## config.mk

```make
export PLATFORM = sky130hd
export DESIGN_NAME = hazard_ctrl
export DESIGN_NICKNAME = d
export VERILOG_FILES = /design/src/rtl/hazard_ctrl_pkg.sv /design/src/rtl/hazard_fwd_sel.sv /design/src/rtl/hazard_ctrl.sv
export SDC_FILE = /design/constraint.sdc
export NUM_CORES = 1
export LEC_CHECK = 0
export CAP_MARGIN = 15
export CELL_PAD_IN_SITES_DETAIL_PLACEMENT = 1
export CELL_PAD_IN_SITES_GLOBAL_PLACEMENT = 1
export CORE_UTILIZATION = 30
export CTS_BUF_LIST = sky130_fd_sc_hd__clkbuf_4 sky130_fd_sc_hd__clkbuf_8
export CTS_CLUSTER_SIZE = 40
export DETAILED_ROUTE_END_ITERATION = 7
export DONT_BUFFER_PORTS = 1
export HOLD_SLACK_MARGIN = 0.05
export PLACE_DENSITY = 0.61
export SETUP_SLACK_MARGIN = 0.02
export SLEW_MARGIN = 20
export SYNTH_ARGS = -nofsm -noshare
export SYNTH_HDL_FRONTEND = slang
export SYNTH_HIERARCHICAL = 1
export SYNTH_SLANG_ARGS = --single-unit
```

## constraint.sdc

```tcl
create_clock -name clk -period 7.7 [get_ports clk]
set_input_delay 1.54 -clock clk [delete_from_list [all_inputs] [get_ports clk]]
set_output_delay 1.54 -clock clk [all_outputs]
set_load 0.01 [all_outputs]
```

## src/rtl/hazard_ctrl_pkg.sv

```systemverilog
// Shared definitions for the hazard and forwarding controller: the forward-mux
// select encoding (same as the ID-stage forward mux), the shadow-stage record,
// and the stage-match rule used by both operand selectors.
package hazard_ctrl_pkg;

   localparam int REG_W = 5;

   typedef enum logic [1:0] {
      FWD_RF  = 2'd0,
      FWD_WB  = 2'd1,
      FWD_MEM = 2'd2,
      FWD_EX  = 2'd3
   } fwd_sel_e;

   // Shadow of one in-flight instruction: where it writes, whether it writes,
   // and whether the value only becomes available late (load).
   typedef struct packed {
      logic [REG_W-1:0] dst;
      logic             wr;
      logic             ld;
   } stage_t;

   // A stage can supply a source only if it really writes that register and
   // the register is not r0, which is hardwired to zero.
   function automatic logic stage_match(input logic [REG_W-1:0] dst,
                                        input logic             wr,
                                        input logic [REG_W-1:0] src);
      return wr && (dst == src) && (src != '0);
   endfunction

endpackage

```

## src/rtl/hazard_fwd_sel.sv

```systemverilog
// Forward-select priority encoder for one ID source operand. The youngest
// matching stage wins, so a newer non-load writer in EX hides an older load in
// MEM. The load hazard flag is raised only when the winning stage is a load
// that has not yet reached WB.
module hazard_fwd_sel
   import hazard_ctrl_pkg::*;
(
   input  logic [REG_W-1:0] src,
   input  logic             used,
   input  stage_t           ex_st,
   input  stage_t           mem_st,
   input  logic [REG_W-1:0] wb_dst,
   input  logic             wb_wr,
   output fwd_sel_e         sel,
   output logic             load_hazard
);

   // Pick the youngest stage holding the source and flag a not-yet-ready load.
   always_comb begin
      sel         = FWD_RF;
      load_hazard = 1'b0;
      if (used) begin
         if (stage_match(ex_st.dst, ex_st.wr, src)) begin
            sel         = FWD_EX;
            load_hazard = ex_st.ld;
         end else if (stage_match(mem_st.dst, mem_st.wr, src)) begin
            sel         = FWD_MEM;
            load_hazard = mem_st.ld;
         end else if (stage_match(wb_dst, wb_wr, src)) begin
            sel         = FWD_WB;
         end
      end
   end

endmodule

```

## src/rtl/hazard_ctrl.sv

```systemverilog
// Hazard and forwarding controller for the 5-stage pipeline. Keeps a shadow of
// the EX, MEM and WB destination/write/load bits, drives the ID forward selects,
// the load-use stall (PC hold, IF/ID hold, ID/EX bubble), the IF/ID flush on a
// redirect, and a saturating count of stall cycles.
module hazard_ctrl
   import hazard_ctrl_pkg::*;
#(
   parameter int CNT_W = 32
) (
   input  logic             clk,
   input  logic             rst,
   input  logic [REG_W-1:0] id_rs,
   input  logic [REG_W-1:0] id_rt,
   input  logic             id_uses_rs,
   input  logic             id_uses_rt,
   input  logic [REG_W-1:0] id_dst,
   input  logic             id_reg_write,
   input  logic             id_mem_read,
   input  logic             id_redirect,
   output logic [1:0]       forward1,
   output logic [1:0]       forward2,
   output logic             pc_write_en,
   output logic             ifid_write_en,
   output logic             ifid_flush,
   output logic             idex_bubble,
   output logic [CNT_W-1:0] stall_count
);

   localparam logic [CNT_W-1:0] CNT_MAX = '1;
   localparam logic [CNT_W-1:0] CNT_ONE = {{(CNT_W-1){1'b0}}, 1'b1};

   stage_t           ex_st;
   stage_t           mem_st;
   logic [REG_W-1:0] wb_dst;
   logic             wb_wr;

   fwd_sel_e         sel_rs;
   fwd_sel_e         sel_rt;
   logic             hz_rs;
   logic             hz_rt;
   logic             stall;

   hazard_fwd_sel u_sel_rs (
      .src         (id_rs),
      .used        (id_uses_rs),
      .ex_st       (ex_st),
      .mem_st      (mem_st),
      .wb_dst      (wb_dst),
      .wb_wr       (wb_wr),
      .sel         (sel_rs),
      .load_hazard (hz_rs)
   );

   hazard_fwd_sel u_sel_rt (
      .src         (id_rt),
      .used        (id_uses_rt),
      .ex_st       (ex_st),
      .mem_st      (mem_st),
      .wb_dst      (wb_dst),
      .wb_wr       (wb_wr),
      .sel         (sel_rt),
      .load_hazard (hz_rt)
   );

   assign stall = hz_rs | hz_rt;

   // Advance the shadow pipeline one stage; a stalled ID instruction enters EX as a bubble.
   always_ff @(posedge clk or posedge rst) begin
      if (rst) begin
         ex_st  <= '0;
         mem_st <= '0;
         wb_dst <= '0;
         wb_wr  <= 1'b0;
      end else begin
         wb_dst <= mem_st.dst;
         wb_wr  <= mem_st.wr;
         mem_st <= ex_st;
         if (stall) begin
            ex_st <= '0;
         end else begin
            ex_st.dst <= id_dst;
            ex_st.wr  <= id_reg_write;
            ex_st.ld  <= id_mem_read;
         end
      end
   end

   // Count stall cycles, holding at all-ones instead of wrapping.
   always_ff @(posedge clk or posedge rst) begin
      if (rst) begin
         stall_count <= '0;
      end else if (stall && (stall_count != CNT_MAX)) begin
         stall_count <= stall_count + CNT_ONE;
      end
   end

   // Pipeline control: a stall freezes PC and IF/ID, bubbles ID/EX and suppresses the redirect.
   always_comb begin
      forward1      = sel_rs;
      forward2      = sel_rt;
      pc_write_en   = 1'b1;
      ifid_write_en = 1'b1;
      idex_bubble   = 1'b0;
      ifid_flush    = id_redirect;
      if (stall) begin
         pc_write_en   = 1'b0;
         ifid_write_en = 1'b0;
         idex_bubble   = 1'b1;
         ifid_flush    = 1'b0;
      end
   end

endmodule

```

# Word-level counts from Yosys, hierarchy flattened
# Index checks and enable logic that the tools add are counted.
# totals
out_inout_bits,40
inputBits,22
wordCells,51
register_bits,52
# op_classes
mux,18
reduce_logical,15
addsub,1
n_bitwise,1
n_eq_ne,7
# op_table
cell,n
"adder 32 x 1 -> 32 bit, second input constant",1
"!= test 32 bit, second input constant",1
equality test 5 bit,6
logical AND 1 bit,13
2-to-1 mux 2 bit,6
2-to-1 mux 1 bit,11
nonzero test 5 bit,2
2-to-1 mux 7 bit,1
bitwise OR 1 bit,1

# Longest topological paths before layout
# Gate-level depths: netlist of run 1.
# logic_depth
word_depth,8
depth_mapped,10
depth_no_buf,10

# By module
# The synthesis of run 1 kept the hierarchy.
# by_module_without_submodules
module,instances,area_each_um2,cells_per_inst,seq_area_each_um2
hazard_ctrl,1,2167.1,171,1301.2
hazard_fwd_sel,2,219.0,29,0.0

# Worst setup path before layout of run 1
# OpenSTA, ideal clock, no wires.
# synth_timing
path_kind,input -> output
startpoint,input id_rt[0]
endpoint,output ifid_flush
required_time_ps,6160
n_path_buf,1
arrival_ps,3269
slack_ps,2891
path_stages,8
cell_sequence,or4_1 nor2_2 nor4_1 nand3_1 nand2_1 nor2_1 clkbuf_1 and2_1
# synth_via
elab_chain_cells,8
elab_cells_between_ends,12
classes_between,eq/ne (2); mux (4); bitwise (1); reduce/logical (5)
# synth_rtl
item,line,source
"start, declared",hazard_ctrl.sv:13,"input logic [REG_W-1:0] id_rt,"
equality test 5 bit,hazard_ctrl_pkg.sv:28,return wr && (dst == src) && (src != '0);
logical AND 1 bit (2 in series),hazard_ctrl_pkg.sv:28,
2-to-1 mux 1 bit,hazard_fwd_sel.sv:26,"end else if (stage_match(mem_st.dst, mem_st.wr, src)) begin"
2-to-1 mux 1 bit *,hazard_fwd_sel.sv:23,"if (stage_match(ex_st.dst, ex_st.wr, src)) begin"
2-to-1 mux 1 bit *,hazard_fwd_sel.sv:22,if (used) begin
named net hz_rt,hazard_ctrl.sv:40,logic hz_rt;
bitwise OR 1 bit *,hazard_ctrl.sv:65,assign stall = hz_rs | hz_rt;
2-to-1 mux 1 bit *,hazard_ctrl.sv:105,if (stall) begin
"end, declared",hazard_ctrl.sv:24,"output logic ifid_flush,"
# The timed path passes the listed nets; every way through them passes the cells marked *.

# Worst setup path after layout of run 1
# Same ends and word-level chain as after synthesis.

==> run_results.csv, run 1 <==
group,metric,value,unit
finish,antennaDiodeCount,0,
routing,routed-via-count,1747,
setup_path,ff2ff_path_depth,10,
setup_path,startpoint_type,"input pin",
global_route,grt_pass1_wl,9.687,mm
routing,drtIter0Drc,44,
setup_path,crit_path_start,"id_rt[0]",
clock_tree,postCtsHoldBufs,0,
finish,post_route_cells_drive_above_1_share,0.09402,
logic_synthesis,async_reset_ff_frac,1.000,
routing,drt_drc_violations_left,0,
routing,wl_per_cell,17.53,um
finish,fillerInstances,916,
logic_synthesis,seq_area_frac_synth,0.4995,
setup_path,setup_slack_on_the_worst_flop_to_flop_path,4.64,ns
place,post-dp-hpwl,4.498,mm
setup_path,critical_path.max_fanout,14,
logic_synthesis,ys.flop_type,"dfrtp_1",
die,floorplan.die.width,95.19,um
timing,tightestPinTransition,0.6885,ns
global_route,largest_net_degree_at_the_start_of_global_routing,53,
global_route,globalRouteOverflowTotal,0,
timing,slew_headroom,0.5410,
global_route,groute.layer.met2.usage,0.2119,
place,port_buffers,0,
finish,layout.cells.most_common_list,"dfrtp_1 (52), xnor2_1 (46), nand4_1 (17), nand2_1 (15), nand3_1 (13)",
die,core_area,8299,sq um
logic_synthesis,postSynthRegisterBits,52,
setup_path,crit_required,6.16,ns
clock_tree,cts_repair_resize_count,0,
place,dpl_cell_area,2736,sq um
clock_tree,post_cts_setup_repair_bufs,0,
timing,final.period_utilization,0.6034,
outcome,run_status,"finished clean",
global_route,antenna_found_initial,0,
die,die_area,9060,sq um
die,initial_utilization,0.3139,
setup_path,timing.rr.start,"mem_st[6]$_DFF_PP0_",
setup_path,setup.worst_path.end,"ifid_flush",
timing,timing.fmax,0.2152,GHz
timing,unrepaired_setup_endpoints_after_global_routing,"no",
logic_synthesis,mappedNetlistNets,252,
routing,wirelength,5.942,mm
finish,finish.instance_area,2835,sq um
finish,number_of_nets_in_the_layout,258,
clock_tree,clock_insertion_delay_worst_skew,0.30,ns
routing,drt_pass1_iterations,6,
setup_path,end_kind,"primary output",
die,top_level_ports,62,
timing,timing_hold_violations_final,0,
place,numPlacedInstances,333,
finish,final_core_util,0.3416,
power,cellLeakagePower,0.001160,uW
clock_tree,root_buffer_cell,"clkbuf_8",
clock_tree,cts_sinks,52,
global_route,first_global_vias,1811,
clock_tree,cts_htree_levels,2,
setup_path,r2r_end,"stall_count[21]$_DFFE_PP0P_",
clock_tree,cts-buffers-inserted,5,
worst_hold_path,min_from,"ex_st[0]$_DFF_PP0_",
logic_synthesis,yosys.cell_types.count,37,
run,maxCapViolCount,0,
timing,worst_setup_skew_after_layout,0.008712,ns
finish,post_layout_nonfiller_instances,339,
clock_tree,clockBufferDepth,2,
die,die_h,95.19,um
setup_path,crit_arrival,3.11,ns
place,gp_congestion,0.8037,
global_route,global_route.usage.met1,0.1915,
routing,final_antenna_net_count,0,
timing,setup_viol_count_final,0,
logic_synthesis,synth_enable_flop_cells,0,
worst_hold_path,hold_path_class,"reg2reg",
clock_tree,tritoncts,"yes",
timing,fin_crit,4.646,ns
global_route,met3_track_demand_over_resource,0.04386,
timing,final.setup.tns,0,ns
finish,final_common_cell,"dfrtp_1",
setup_path,path_class,"in2out",
die,rows,33,
logic_synthesis,post_synth_inst_count,229,
finish,areaGrowthSynthToFinish,8.838,%
global_route,grt_usage,0.1394,
routing,vias_per_cell,5.153,
timing,slew_viol_final,0,
clock_tree,clk_pin_slew_worst_paths,0.08,ns
logic_synthesis,post_synth.cell_area_avg,11.38,sq um
power,ir_worst_vdd,0.07350,mV
power,p_per_area,181.1,nW/um^2
logic_synthesis,synth.yosys.warnings,6,
logic_synthesis,syn_area,2605,sq um
global_route,top_usage_layer,"met2",
[worst min path at each step]
stage	endpoint	depth (start not counted)
global route	wb_wr$_DFF_PP0_	0
global placement	wb_wr$_DFF_PP0_	0
floorplan	mem_st[1]$_DFF_PP0_	0
detailed placement	mem_st[0]$_DFF_PP0_	0
CTS	mem_st[0]$_DFF_PP0_	0
finish	mem_st[0]$_DFF_PP0_	0
[state kept, by name (all words and copies together), names as in the netlist]
name         cells
ex_st            7
mem_st           7
stall_count     32
wb_dst           5
wb_wr            1
[stage by stage]
step	setup WS [ns]	hold WS (ns)	power [uW]
after floorplan	2.891	0.3732	329.4
after global placement	3.093	0.4054	339.9
after detailed placement	3.051	0.4099	341.2
after CTS	3.049	0.4312	524.7
after global routing	2.862	0.4484	539.2
final	3.054	0.4242	513.5
[worst max-delay path, cell delays in order]
cell,delay [ns]
or4_1,0.53
nor2_2,0.14
nor4_1,0.11
nand4b_1,0.18
nand2_1,0.14
nor2_1,0.06
buf_4,0.19
and2_1,0.21
[cell usage after synthesis (2+ instances only)]
cell type  instances  area (sq um)
xor2_1            12         105.1
and4_1             4         35.03
dfrtp_1           52          1301
nor4_1             7         43.79
nor2_1             5         18.77
nand4b_1           2         17.52
and3_1             8         50.05
nor4_4             2         42.54
clkbuf_1           2         7.510
and2_1            11         68.82
a21oi_1            3         15.01
nand4_1           17         106.4
xnor2_1           46         402.9
o21a_1             4         30.03
nor2_2             2         12.51
nand2_1           15         56.30
nand3_1           13         65.06
or4_1              2         15.01
inv_1              4         15.01
[where the power goes]
group	switching [uW]	internal, uW
Sequential	16.4	283
Clock	85.9	93.5
Combinational	17.1	17.3
Total	119	394
[cell type report]
class / count / area [sq um] / area share
Multi-Input combinational cell: 170 / 1274 / 0.4492
Timing Repair Buffer: 2 / 15.01 / 0.005296
Clock inverter: 1 / 30.03 / 0.01059
Inverter: 4 / 15.01 / 0.005296
Sequential cell: 52 / 1301 / 0.4590
Tap cell: 105 / 131.4 / 0.04634
Clock buffer: 5 / 68.82 / 0.02427
[routing by layer]
metal | vias up | part of all wire | wire length, um
met4 | 0 | 0 | 0
met3 | 0 | 0.067 | 399
met1 | 892 | 0.47 | 2784
met2 | 34 | 0.46 | 2758
met5 | - | 0 | 0
li1 | 821 | - | -
[cell families after synthesis]
| logic type | Yosys count | synth area share |
|---|---|---|
| compound gates | 14 | 0.04899 |
| flops | 52 | 0.4995 |
| simple gates | 95 | 0.2320 |
| buf+inv | 7 | 0.01153 |
| mux | 2 | 0.008165 |
| fa+ha+maj | 1 | 0.004802 |
| xor+xnor | 58 | 0.1950 |
(Power assumes the default switching activity.)
==> inputs of run 2 (changes only) <==
Settings changed: PLACE_DENSITY 0.61 to 0.62.
Clock period 7.7 ns to 4 ns, I/O delays scaled along.
==> run_results.csv, run 2 (same netlist as run 1, synthesis figures left out) <==
group,metric,value,unit
global_route,grt_pass1_wl,10.07,mm
die,initial_utilization,0.3139,
finish,layout.cells.most_common_list,"dfrtp_1 (52), xnor2_1 (46), nand4_1 (17), nand2_1 (15), nand3_1 (13)",
finish,largest_registers,"stall_count (32), ex_st (7), mem_st (7)",
finish,areaGrowthSynthToFinish,9.126,%
worst_hold_path,hold_path_class,"in2async",
finish,fillerInstances,901,
routing,vias_per_cell,5.138,
finish,number_of_nets_in_the_layout,259,
power,ir_worst_vdd,0.1374,mV
setup_path,ff2ff_path_depth,10,
setup_path,startpoint_type,"input pin",
setup_path,end_kind,"primary output",
die,die_h,95.19,um
die,core_area,8299,sq um
setup_path,worst_path_largest_cell_delay,0.45,ns
routing,drtIter0Drc,38,
timing,final.period_utilization,0.8013,
place,post-dp-hpwl,4.678,mm
setup_path,library_cell_contributing_the_largest_single_delay_on_the_critical_path,"nor4_1",
timing,slew_headroom,0.6132,
clock_tree,cts_htree_levels,2,
place,gp_congestion,0.7956,
timing,timing_hold_violations_final,0,
timing,slew_viol_final,0,
outcome,run_status,"finished clean",
clock_tree,tritoncts,"yes",
die,rows,33,
power,cellLeakagePower,0.001164,uW
clock_tree,clk_pin_slew_worst_paths,0.09,ns
global_route,grt_usage,0.1454,
global_route,globalRouteOverflowTotal,0,
finish,ff_latch_area,1301,sq um
clock_tree,post_cts_setup_repair_bufs,0,
die,top_level_ports,62,
die,floorplan.die.width,95.19,um
routing,drt_drc_violations_left,0,
routing,routed-via-count,1747,
finish,flip_flop_count_of_the_largest_register_all_copies_and_words_added,32,
timing,fin_crit,3.205,ns
clock_tree,cts_repair_resize_count,0,
global_route,largest_net_degree_at_the_start_of_global_routing,33,
setup_path,crit_required,3.20,ns
routing,drt_pass1_iterations,4,
clock_tree,cts-buffers-inserted,5,
timing,unrepaired_setup_endpoints_after_global_routing,"no",
global_route,first_global_vias,1847,
finish,post_route_cells_drive_above_1_share,0.09787,
place,port_buffers,0,
global_route,antenna_found_initial,0,
routing,wirelength,6.165,mm
timing,final.setup.tns,0,ns
setup_path,crit_arrival,2.41,ns
timing,timing.fmax,0.3120,GHz
clock_tree,clock_insertion_delay_worst_skew,0.30,ns
run,maxCapViolCount,0,
setup_path,critical_path.max_fanout,11,
timing,setup_viol_count_final,0,
power,p_per_area,349.8,nW/um^2
die,die_area,9060,sq um
clock_tree,root_buffer_cell,"clkbuf_8",
timing,worst_setup_skew_after_layout,0.007064,ns
routing,final_antenna_net_count,0,
setup_path,path_class,"in2out",
setup_path,worstPathCellList,"xnor2_1 -> nand4_1 -> nor4_1 -> nand4b_1 -> nand2_1 -> nor2_1 -> buf_4 -> and2_1",
clock_tree,clockBufferDepth,2,
finish,final_common_cell,"dfrtp_1",
finish,registers.top_by_ff_count,"stall_count",
timing,tightestPinTransition,0.5750,ns
clock_tree,postCtsHoldBufs,0,
routing,wl_per_cell,18.13,um
finish,final_core_util,0.3425,
finish,multi_input_area,1274,sq um
clock_tree,cts_sinks,52,
finish,antennaDiodeCount,0,
-- run 2: cell count changes in the layout (fill, tap and decap cells not counted) --
| cell | before | now |
|---|---|---|
| buf_4 | 2 | 3 |
-- run 2: path summary, 6_finish.rpt --
kind / from / to / slack, ns
setup / recovery: id_rt[0] / ifid_flush / 0.79
hold / removal: rst / wb_wr$_DFF_PP0_ / 0.37
setup reg to reg: ex_st[4]$_DFF_PP0_ / stall_count[21]$_DFFE_PP0P_ / 1.00
hold reg to reg: ex_st[0]$_DFF_PP0_ / mem_st[0]$_DFF_PP0_ / 0.43
max in group asynchronous: rst / stall_count[0]$_DFFE_PP0P_ / 2.84
min in group clk: ex_st[0]$_DFF_PP0_ / mem_st[0]$_DFF_PP0_ / 0.43
-- run 2: critical path, delay by kind of cell --
kind / cells / cell delay (ns)
and+or+nand+nor: 6 / 1.25
buffers and inverters: 1 / 0.23
xor gates and xnor gates: 1 / 0.13
-- run 2: final cells by class --
| cell class | count | share of cell area |
|---|---|---|
| Sequential cell | 52 | 0.4577 |
| Multi-Input combinational cell | 170 | 0.4481 |
| Inverter | 4 | 0.005282 |
| Clock buffer | 5 | 0.02421 |
| Timing Repair Buffer | 3 | 0.007923 |
| Clock inverter | 1 | 0.01056 |
| Tap cell | 105 | 0.04621 |
-- run 2: routing by layer --
layer	track usage	share of wire	up-vias
met5	0	0	-
met2	0.2131	0.43	37
met1	0.2079	0.49	888
met4	0.04924	0.014	0
li1	-	-	816
met3	0.03429	0.058	6
-- run 2: per-stage QoR --
stage	setup WS (ns)	cells	hold slack (ns)	power, uW	cell area [sq um]
global route	0.5619	340	0.3995	1041	2843
finish	0.7947	340	0.3703	994.4	2843
detailed placement	0.5588	334	0.4097	656.8	2744
floorplan	0.6713	229	0.3732	634.1	2605
global placement	0.6360	334	0.4055	654.8	2744
CTS	0.7836	340	0.3774	1010	2843
-- run 2: report_power, final --
group,leakage [uW],total [uW],internal [uW],switching [uW]
logic,0.000441,68.7,33.9,34.8
clock network,0.0000501,349,180,169
registers,0.000674,577,546,31.5
total,0.00116,994,759,235
==> inputs of run 3 (changes only) <==
Clock period 4 ns to 2.8 ns, I/O delays scaled along.
==> run_results.csv, run 3 (same netlist as run 1, synthesis figures left out) <==
group,metric,value,unit
setup_path,path_class,"in2out",
clock_tree,clockBufferDepth,2,
timing,slew_viol_final,0,
global_route,first_global_vias,1970,
finish,antennaDiodeCount,0,
routing,wl_per_cell,17.61,um
die,rows,33,
timing,tightestPinTransition,0.6543,ns
finish,number_of_nets_in_the_layout,270,
setup_path,critical_path.max_fanout,4,
global_route,grt_pass1_wl,10.07,mm
place,post-place-ws,-0.1193,ns
power,ir_worst_vdd,0.1677,mV
timing,timing_hold_violations_final,0,
timing,final.setup.tns,0,ns
setup_path,crit_arrival,2.09,ns
clock_tree,cts_htree_levels,2,
timing,worst_setup_skew_after_layout,0.01201,ns
power,cellLeakagePower,0.001246,uW
die,die_area,9060,sq um
setup_path,crit_required,2.24,ns
clock_tree,cts_sinks,52,
routing,drt_drc_violations_left,0,
place,post-dp-hpwl,4.698,mm
clock_tree,clk_pin_slew_worst_paths,0.10,ns
die,initial_utilization,0.3139,
power,p_per_area,484.5,nW/um^2
global_route,antenna_found_initial,0,
finish,final_common_cell,"dfrtp_1",
timing,setup_viol_count_final,0,
clock_tree,root_buffer_cell,"clkbuf_8",
routing,vias_per_cell,5.079,
finish,fillerInstances,921,
die,floorplan.die.width,95.19,um
clock_tree,cts-buffers-inserted,5,
global_route,grt_usage,0.1473,
routing,drt_pass1_iterations,3,
die,core_area,8299,sq um
routing,wirelength,6.216,mm
timing,fin_crit,2.646,ns
timing,timing.fmax,0.3779,GHz
die,top_level_ports,62,
worst_hold_path,hold_path_class,"in2async",
place,gp_congestion,0.8266,
setup_path,end_kind,"primary output",
finish,layout.cells.most_common_list,"dfrtp_1 (52), xnor2_1 (45), nand4_1 (17), nand2_1 (14), nand3_1 (13)",
power,power.total,1457,uW
clock_tree,tritoncts,"yes",
global_route,globalRouteOverflowTotal,0,
timing,hold_slack,0.3129,ns
timing,final.setup.worst_slack,0.1535,ns
routing,drtIter0Drc,42,
finish,flip_flop_count_of_the_largest_register_all_copies_and_words_added,32,
finish,areaGrowthSynthToFinish,15.42,%
timing,unrepaired_setup_endpoints_after_global_routing,"no",
timing,slew_headroom,0.5638,
setup_path,startpoint_type,"input pin",
outcome,run_status,"finished clean",
timing,final.period_utilization,0.9452,
run,maxCapViolCount,0,
finish,largest_registers,"stall_count (32), ex_st (7), mem_st (7)",
finish,final_core_util,0.3623,
global_route,largest_net_degree_at_the_start_of_global_routing,53,
clock_tree,clock_insertion_delay_worst_skew,0.31,ns
routing,final_antenna_net_count,0,
routing,routed-via-count,1793,
finish,post_route_cells_drive_above_1_share,0.1855,
place,port_buffers,0,
die,die_h,95.19,um
finish,registers.top_by_ff_count,"stall_count",
[run 3: changes by cell type in the layout (fill, tap and decap cells not counted), sizes merged]
| cell | before | now |
|---|---|---|
| buf | 3 | 14 |
| clkbuf | 5 | 6 |
| clkinv | 0 | 1 |
[run 3: per-layer routing]
| layer | track usage | vias to the layer above | part of all wire |
|---|---|---|---|
| li1 | - | 852 | - |
| met2 | 0.2500 | 39 | 0.49 |
| met4 | 0.03788 | 0 | 0.0097 |
| met5 | 0 | - | 0 |
| met3 | 0.04785 | 7 | 0.065 |
| met1 | 0.1791 | 895 | 0.44 |
[run 3: final cells by class]
class / instances / area, sq um / area share
multi-input combinational: 170 / 1335 / 0.4440
clock buffer: 6 / 76.32 / 0.02538
inverter: 4 / 15.01 / 0.004994
tap: 105 / 131.4 / 0.04370
timing repair buffer: 14 / 112.6 / 0.03745
clock inverter: 2 / 35.03 / 0.01165
sequential: 52 / 1301 / 0.4328
[run 3: worst paths after layout]
path	startpoint	to	slack, ns	depth (start not counted)
max in group asynchronous	rst	stall_count[4]$_DFFE_PP0P_	2.05	2
setup reg to reg	ex_st[2]$_DFF_PP0_	stall_count[21]$_DFFE_PP0P_	0.21	12
hold / removal	rst	ex_st[2]$_DFF_PP0_	0.31	2
setup / recovery	id_rt[0]	forward2[0]	0.15	7
hold reg to reg	ex_st[0]$_DFF_PP0_	mem_st[0]$_DFF_PP0_	0.43	0
min in group clk	id_reg_write	ex_st[1]$_DFF_PP0_	0.38	1
[run 3: power breakdown]
group | switching (uW) | internal [uW]
Sequential | 45.2 | 779
Clock | 248 | 275
Combinational | 54.3 | 54.4
Total | 347 | 1110
[run 3: what timing repair did]
action,CTS,global route
hold buffers,0,0
gates resized for setup,2,7
setup buffers,0,0
pin swaps,1,1
cloned,0,0
setup endpoints to repair,1,7
[run 3: per-stage QoR]
step / cell area, sq um / std cells
after global routing: 3007 / 353
final: 3007 / 353
after detailed placement: 2851 / 345
after CTS: 2975 / 353
after global placement: 2851 / 345
after floorplan: 2631 / 229
[run 3: worst max-delay path, cell delays in order]
cell    delay (ns)
or4_4         0.51
nor2_2        0.15
buf_4         0.13
nor4_2        0.05
buf_4         0.14
nor4_1        0.33
o21a_1        0.22
